==> config.mk <==
export PLATFORM = sky130hd
export DESIGN_NAME = hazard_controller
export DESIGN_NICKNAME = d
export VERILOG_FILES = /design/src/rtl/hazard_controller_pkg.sv /design/src/rtl/sat_counter.sv /design/src/rtl/hazard_controller.sv
export SDC_FILE = /design/constraint.sdc
export NUM_CORES = 1
export LEC_CHECK = 0
export CORE_MARGIN = 2
export CORE_UTILIZATION = 49
export CTS_BUF_LIST = sky130_fd_sc_hd__clkbuf_8
export DETAILED_ROUTE_END_ITERATION = 10
export PLACE_DENSITY = 0.83
export SYNTH_ARGS = -nofsm -noshare
export SYNTH_HDL_FRONTEND = slang
export SYNTH_SLANG_ARGS = --single-unit
==> constraint.sdc <==
create_clock -name clk -period 2.7 [get_ports clk]
set_input_delay 0.54 -clock clk [delete_from_list [all_inputs] [get_ports clk]]
set_output_delay 0.54 -clock clk [all_outputs]
set_load 0.05 [all_outputs]
==> src/rtl/hazard_controller_pkg.sv <==
// Shared pipeline-control definitions: FSM state encoding and the register specifier width.
package hazard_controller_pkg;

  localparam int PIPE_REG_ADDR_W = 5;

  typedef enum logic [1:0] {
    RUN        = 2'b00,
    LOAD_STALL = 2'b01,
    MEM_WAIT   = 2'b10
  } state_t;

endpackage

==> src/rtl/sat_counter.sv <==
// Saturating up-counter with synchronous clear; holds at all-ones instead of wrapping.
module sat_counter #(
  parameter int W = 8
) (
  input  logic         clk,
  input  logic         rst,
  input  logic         inc,
  input  logic         clr,
  output logic [W-1:0] count
);

  always_ff @(posedge clk or posedge rst) begin
    if (rst) begin
      count <= '0;
    end else if (clr) begin
      count <= '0;
    end else if (inc && (count != {W{1'b1}})) begin
      count <= count + 1'b1;
    end
  end

endmodule

==> src/rtl/hazard_controller.sv <==
// Pipeline sequencing controller: load-use stalls, taken-branch flushes and data-memory waits.
// Control outputs are combinational from the registered FSM state and the current hazard inputs.
module hazard_controller
  import hazard_controller_pkg::*;
#(
  parameter int REG_ADDR_W        = PIPE_REG_ADDR_W,
  parameter int LOAD_STALL_CYCLES = 1,
  parameter int MAX_MEM_WAIT      = 64,
  parameter int STAT_W            = 16
) (
  input  logic                  clk,
  input  logic                  rst,
  input  logic [REG_ADDR_W-1:0] IF_ID_Rs,
  input  logic [REG_ADDR_W-1:0] IF_ID_Rt,
  input  logic                  IF_ID_UsesRt,
  input  logic [REG_ADDR_W-1:0] ID_EXE_Rt,
  input  logic                  ID_EXE_MemRead,
  input  logic                  branch_taken,
  input  logic                  EXE_MEM_MemAccess,
  input  logic                  mem_busy,
  output logic                  pc_write,
  output logic                  IF_ID_write,
  output logic                  IF_ID_flush,
  output logic                  ID_EXE_bubble,
  output logic                  ID_EXE_write,
  output logic                  EXE_MEM_write,
  output logic                  MEM_WB_bubble,
  output logic [STAT_W-1:0]     stall_count,
  output logic                  mem_timeout
);

  localparam int                WAIT_W     = $clog2(MAX_MEM_WAIT + 1);
  localparam logic [WAIT_W-1:0] WAIT_LIMIT = WAIT_W'(MAX_MEM_WAIT - 1);
  localparam logic [2:0]        LD_RELOAD  = 3'(LOAD_STALL_CYCLES - 1);

  state_t            state, next_state, eff_state;
  logic [2:0]        ld_cnt, ld_next;
  logic [WAIT_W-1:0] wait_cnt;
  logic              wait_inc, wait_clr;
  logic              memwait, loaduse;

  assign memwait = EXE_MEM_MemAccess & mem_busy;
  assign loaduse = ID_EXE_MemRead && (ID_EXE_Rt != '0) &&
                   ((ID_EXE_Rt == IF_ID_Rs) || (IF_ID_UsesRt && (ID_EXE_Rt == IF_ID_Rt)));

  always_ff @(posedge clk or posedge rst) begin
    if (rst) begin
      state  <= RUN;
      ld_cnt <= '0;
    end else begin
      state  <= next_state;
      ld_cnt <= ld_next;
    end
  end

  always_comb begin
    pc_write      = 1'b1;
    IF_ID_write   = 1'b1;
    IF_ID_flush   = 1'b0;
    ID_EXE_bubble = 1'b0;
    ID_EXE_write  = 1'b1;
    EXE_MEM_write = 1'b1;
    MEM_WB_bubble = 1'b0;
    next_state    = RUN;
    ld_next       = ld_cnt;
    wait_inc      = 1'b0;
    wait_clr      = 1'b0;
    // Leaving a memory wait resumes whatever load stall it interrupted.
    eff_state     = state;
    if (state == MEM_WAIT) begin
      eff_state = (ld_cnt != 3'd0) ? LOAD_STALL : RUN;
    end

    if (memwait) begin
      pc_write      = 1'b0;
      IF_ID_write   = 1'b0;
      ID_EXE_write  = 1'b0;
      EXE_MEM_write = 1'b0;
      MEM_WB_bubble = 1'b1;
      next_state    = MEM_WAIT;
      wait_inc      = (state == MEM_WAIT);
    end else begin
      wait_clr = 1'b1;
      if (branch_taken) begin
        IF_ID_flush   = 1'b1;
        ID_EXE_bubble = 1'b1;
        ld_next       = 3'd0;
      end else if (eff_state == LOAD_STALL) begin
        pc_write      = 1'b0;
        IF_ID_write   = 1'b0;
        ID_EXE_bubble = 1'b1;
        ld_next       = ld_cnt - 3'd1;
        next_state    = (ld_next != 3'd0) ? LOAD_STALL : RUN;
      end else if (loaduse) begin
        pc_write      = 1'b0;
        IF_ID_write   = 1'b0;
        ID_EXE_bubble = 1'b1;
        ld_next       = LD_RELOAD;
        next_state    = (LD_RELOAD != 3'd0) ? LOAD_STALL : RUN;
      end
    end

    if (rst) begin
      pc_write      = 1'b0;
      IF_ID_write   = 1'b0;
      IF_ID_flush   = 1'b0;
      ID_EXE_bubble = 1'b0;
      ID_EXE_write  = 1'b0;
      EXE_MEM_write = 1'b0;
      MEM_WB_bubble = 1'b0;
    end
  end

  sat_counter #(.W(WAIT_W)) u_wait_cnt (
    .clk   (clk),
    .rst   (rst),
    .inc   (wait_inc),
    .clr   (wait_clr),
    .count (wait_cnt)
  );

  sat_counter #(.W(STAT_W)) u_stall_cnt (
    .clk   (clk),
    .rst   (rst),
    .inc   (~pc_write),
    .clr   (1'b0),
    .count (stall_count)
  );

  // Sticky until reset; the pipeline keeps stalling regardless.
  always_ff @(posedge clk or posedge rst) begin
    if (rst) begin
      mem_timeout <= 1'b0;
    end else if (wait_inc && (wait_cnt >= WAIT_LIMIT)) begin
      mem_timeout <= 1'b1;
    end
  end

endmodule

# Word-level counts from Yosys, hierarchy flattened
# Index checks and enable logic that the tools add are counted.
# word_totals
register_bits,29
latchBits,0
ramBits,0
rom_bits,0
inputBits,22
out_inout_bits,24
word_cells,60
mem_count,0
# classes
n_addsub,3
n_mul,0
div,0
n_lt_le_gt_ge,1
n_eq_ne,7
n_shift,0
muxes,29
bitwise_logic,3
reduce_logical,12
# ops
operator,n
$mux W1,22
$add A16 B1 Y16 const B,1
$ne A16 B16 Y1 const B,1
$mux W7,2
$eq A5 B5 Y1,2
$mux W3,3
$reduce_bool A3 Y1,3
$add A7 B1 Y7 const B,1
$ge A7 B6 Y1 const B,1
$ne A7 B7 Y1 const B,1
$logic_and A1 B1 Y1,6
$reduce_bool A5 Y1,1
$mux W2,2
$sub A3 B1 Y3 const B,1
$eq A2 B1 Y1 const B,1
$eq A2 B2 Y1 const B,1
$ne A2 B1 Y1 const B,1
$not A1 Y1,2
$reduce_and A2 Y1,1
$and A1 B1 Y1,1
$logic_or A1 B1 Y1,1

# Longest topological paths before layout
# depth
word_depth,11
ltp_mapped,10
depth_no_buf,9

# By module
# From an unflattened synthesis, not the netlist that was laid out.
# unflattened
cells_unflattened,205
hier_area_um2,1918.1
# modules_own_cells
mod,n_inst,cells_per_inst,area_per_inst_um2,seq_area_each_um2
sat_counter at u_stall_cnt,1,101,932.1,400.4
hazard_controller,1,66,585.6,150.1
sat_counter at u_wait_cnt,1,38,400.4,175.2

# Least setup slack after synthesis
# No wires, ideal clock.
# synth_timing
kind,input to output
start,in rst
end,out pc_write
t_arrival_ps,2656
required_time_ps,2160
slack_ps,-496
path_stages,4
n_path_buf,1
path_cell_list,inv_1 nand2_1 a21oi_1 buf_4
# synth_via
elab_chain_cells,1
# synth_lines
element,line,rtl
from (decl),hazard_controller.sv:12,"input logic rst,"
$mux W1,-,
to (decl),hazard_controller.sv:21,"output logic pc_write,"
# Every way passes these cells.

# Worst setup path in the final report
# layout_timing
start,in ID_EXE_Rt[4]
end,out pc_write
# layout_via
elab_chain_cells,9
elab_cells_between_ends,12
classes_between,eq/ne (2); mux (5); reduce/logical (5)
# layout_lines
element,line,rtl
from (decl),hazard_controller.sv:16,"input logic [REG_ADDR_W-1:0] ID_EXE_Rt,"
$eq A5 B5 Y1,hazard_controller.sv:44,((ID_EXE_Rt == IF_ID_Rs) || (IF_ID_UsesRt && (ID_EXE_Rt == IF_ID_Rt)));
$logic_and A1 B1 Y1,hazard_controller.sv:44,
$logic_or A1 B1 Y1,hazard_controller.sv:44,
$logic_and A1 B1 Y1 (*),hazard_controller.sv:43,assign loaduse = ID_EXE_MemRead && (ID_EXE_Rt != '0) &&
$mux W1 (*),hazard_controller.sv:94,end else if (loaduse) begin
$mux W1 (*),hazard_controller.sv:88,end else if (eff_state == LOAD_STALL) begin
$mux W1 (*),hazard_controller.sv:84,if (branch_taken) begin
$mux W1 (*),hazard_controller.sv:74,if (memwait) begin
$mux W1 (*),hazard_controller.sv:103,if (rst) begin
# Every way passes the cells marked *; elsewhere a longest branch is shown, timed or not.

==> key figures <==
Yosys
  – Async set-reset flop share out of synthesis: 100.0%
  – Share of the synthesized area in the top cell type: 43.94%
  – Syn Std Cell Area: 0.001652 sq mm
  – Mapped Cells: 161
  – Mapped Avg Cell Area: 10.26 sq um
  – Synth Area in XOR/XNOR: 15.83%
  – Synth Area in Compound Gates: 7.273%
  – Post-synthesis mux area share: 1.970%
  – Post-synthesis sequential area ratio: 43.94%
  – Net Count, Synth: 188
  – Synth cell types: 36
  – Post-Synth Adder-Cell Area: 3.788%
  – Top cells by area, synth: dfrtp_1 (44%), xnor2_1 (8.0%), xor2_1 (6.9%)
  – Leading area contributor after synthesis: dfrtp_1
  – Post-synth EDFFs: 0
  – Simple-gate area share of the yosys netlist: 23.18%
  – Ys flop type: dfrtp_1
  – Number of synthesized register bits: 29
  – Largest family of logic cells by synthesized area: simple AND/OR/NAND/NOR gates
  – Synth warnings: 0

Worst hold path
  – WHS Endpoint: mem_timeout
  – Hold crit path type: flip-flop to flip-flop
  – Hold Startpoint: mem_timeout
  – Hold path depth: 1

Drt
  – Total number of vias: 1,443
  – Iter 0 DRT Violations: 64
  – Routed Antenna Nets: 0
  – Drt via density: 5.364
  – First-pass DRT Iterations: 4
  – WL final: 4217 um
  – Residual DRC count: 0
  – WL/cell: 15.68 um

Clocking
  – Clock buffer count from CTS: 5
  – Clk_lat worst skew: 280 ps
  – CTS sink count: 29
  – Hold Buf Count CTS: 0
  – CTS tree: yes
  – Clk root buf: clkbuf_8
  – Clk buf depth: 2
  – # H-tree levels: 2
  – Clock slew at reported path FFs: 70 ps

Pwr
  – Static leakage: 1.136 nW
  – Peak VDD IR: 0.6676 mV
  – Pwr/cell area: 787.6 mW/mm^2

GRT
  – Wire length of the first global-routing pass: 6548 um
  – Gr usage total: 23.65%
  – Largest net degree at the start of global routing: 30
  – Vias in the first global route: 1,444
  – Initial antenna violation count: 0
  – GR Overflow Total: 0

STA
  – Setup_tns: 0 ps
  – Endpoints failing setup: 0
  – Fmax: 374.7 MHz
  – Slew Limit Headroom: 62.36%
  – Worst Tran Pin Value: 563.5 ps
  – Pins Over Slew Limit: 0
  – Clk_skew: 10.27 ps
  – Final period util: 98.84%
  – Min setup slack post-route: 31.44 ps
  – Fin. Hold Viols: 0
  – Tmin final: 2669 ps

Worst setup path
  – CP endpoint kind: primary output
  – Critical R2R Launch: u_stall_cnt.count[0]
  – WP data arrival: 2130 ps
  – R2R Setup Slk: 490 ps
  – Reg2reg path depth: 8
  – R2r endpoint: u_stall_cnt.count[13]
  – CP required: 2160 ps
  – CP Class: primary input to primary output
  – Setup crit start kind: primary input
  – Largest fanout on the critical path: 3

Final layout
  – Layout cells sized above 1: 22.42%
  – Fillers: 237
  – Ant. Diodes: 0
  – Syn-to-layout area delta: 47.73%
  – NumNets Final: 249

Placed design
  – Worst slack, placed: -358.9 ps
  – RD Place Congestion: 0.8501
  – Post-DP HPWL: 2956 um
  – I/O Buffers: 45

Floorplanning
  – Core region area: 0.003284 sq mm
  – Die Width: 62.06 um
  – # rows: 21
  – DIE AREA: 0.003851 sq mm
  – Num ports: 46
  – Die H: 62.06 um
  – Starting density of the core: 50.29%

Run status
  – Outcome: finished clean

Job
  – Max-Cap Viols: 0
## cell usage in the layout (no fill, tap or decap), types with 2 or more instances in the layout
cell              n
mux2_2            2
and3_1            4
dlymetal6s2s_1   10
xor2_1           13
or4_4             2
buf_12            4
nor2_1           16
clkdlybuf4s50_1  24
inv_1             6
and2_1            2
and4_1            3
nand3_1           3
clkbuf_8          5
nand2_1          11
clkbuf_2          2
buf_4            16
xnor2_1          15
ha_1              5
nor2b_1           4
nor3_1            2
o21ai_0           6
nand4_1           7
bufinv_16         2
a21oi_1           4
dfrtp_1          29
nand3_2           5
dlygate4sd2_1     2
## worst max-delay path by stage
| stage | from | endpoint | depth (start not counted) |
|---|---|---|---|
| after floorplan | ID_EXE_Rt[4] | ID_EXE_bubble | 6 |
| after global placement | ID_EXE_Rt[1] | ID_EXE_bubble | 8 |
| after detailed placement | ID_EXE_Rt[1] | ID_EXE_bubble | 8 |
| after CTS | IF_ID_Rt[4] | ID_EXE_bubble | 8 |
| after global routing | ID_EXE_Rt[4] | IF_ID_write | 8 |
| final | ID_EXE_Rt[4] | pc_write | 8 |
## layer usage
layer | vias to the layer above | GRT usage [%] | part of all wire (%)
met4 | 0 | 7.903 | 1.5
met2 | 50 | 41.96 | 53
met5 | - | 0 | 0
li1 | 672 | - | -
met1 | 712 | 27.13 | 40
met3 | 9 | 6.832 | 5.1
## flip-flops by register name, indices dropped and copies added (netlist names)
register	flops
u_stall_cnt.count	16
u_wait_cnt.count	7
mem_timeout	1
state	2
ld_cnt	3
## through the flow
stage                     std cells  area (sq um)  utilization, %  power (W)  hold slack, ps
after floorplan                 161          1667               -   0.001093           453.7
after global placement          259          2250           68.50   0.001310           454.4
after detailed placement        259          2250           68.50   0.001345           462.9
after CTS                       267          2392           72.84   0.001902           478.5
after global routing            269          2440           74.29   0.002010           502.2
final                           269          2440           74.29   0.001922           481.5
## kinds of logic (layout without fill, tap and decap cells)
family / after synthesis / after routing
buffers and inverters: 11 / 73
muxes: 3 / 3
xor gates and xnor gates: 29 / 29
AOI/OAI and AO/OA: 20 / 20
DFF: 29 / 29
adders and majority gates: 5 / 5
and+or+nand+nor: 64 / 64
## Yosys cell counts, drive strengths merged (2+ instances only)
master	number
inv	7
ha	5
nor3	2
and2	2
nand3	8
and3	4
xor2	13
a21oi	5
o21ai	8
nor2b	4
nand4	8
or4	2
xnor2	16
buf	4
mux2	2
nor2	17
nand2	12
and4	3
dfrtp	29
## worst max-delay path, stage by stage
cell and delay (ps):
clkbuf_2 90, buf_4 130, or4_4 540, o21ai_4 150, o21ai_2 70, buf_4 160
a21oi_4 260, buf_12 180
## final cells by class
| cell class | instances | area (sq um) | share of cell area [%] |
|---|---|---|---|
| clock inverters | 3 | 65.06 | 2.667 |
| flip-flops and latches | 29 | 725.7 | 29.74 |
| multi-input cells | 121 | 899.6 | 36.87 |
| repair buffers | 58 | 593.1 | 24.31 |
| well taps | 46 | 57.56 | 2.359 |
| inverters | 7 | 30.03 | 1.231 |
| clock buffers | 5 | 68.82 | 2.821 |
## repair_timing
action,4_1_cts,5_1_grt
endpoints found under the hold margin,0,0
setup buffers,0,2
pin swaps,4,10
resized for setup,10,16
endpoints found under the setup margin,3,3
## report_power, final
part           leakage, nW  total (W)  switching, W  internal (W)
registers            0.391   0.000624      0.000116      0.000509
clock network       0.0681   0.000537      0.000171      0.000366
logic                0.677   0.000760      0.000447      0.000313
total                 1.14    0.00192      0.000733       0.00119
Note: power is estimated with default switching activity, not from simulation.
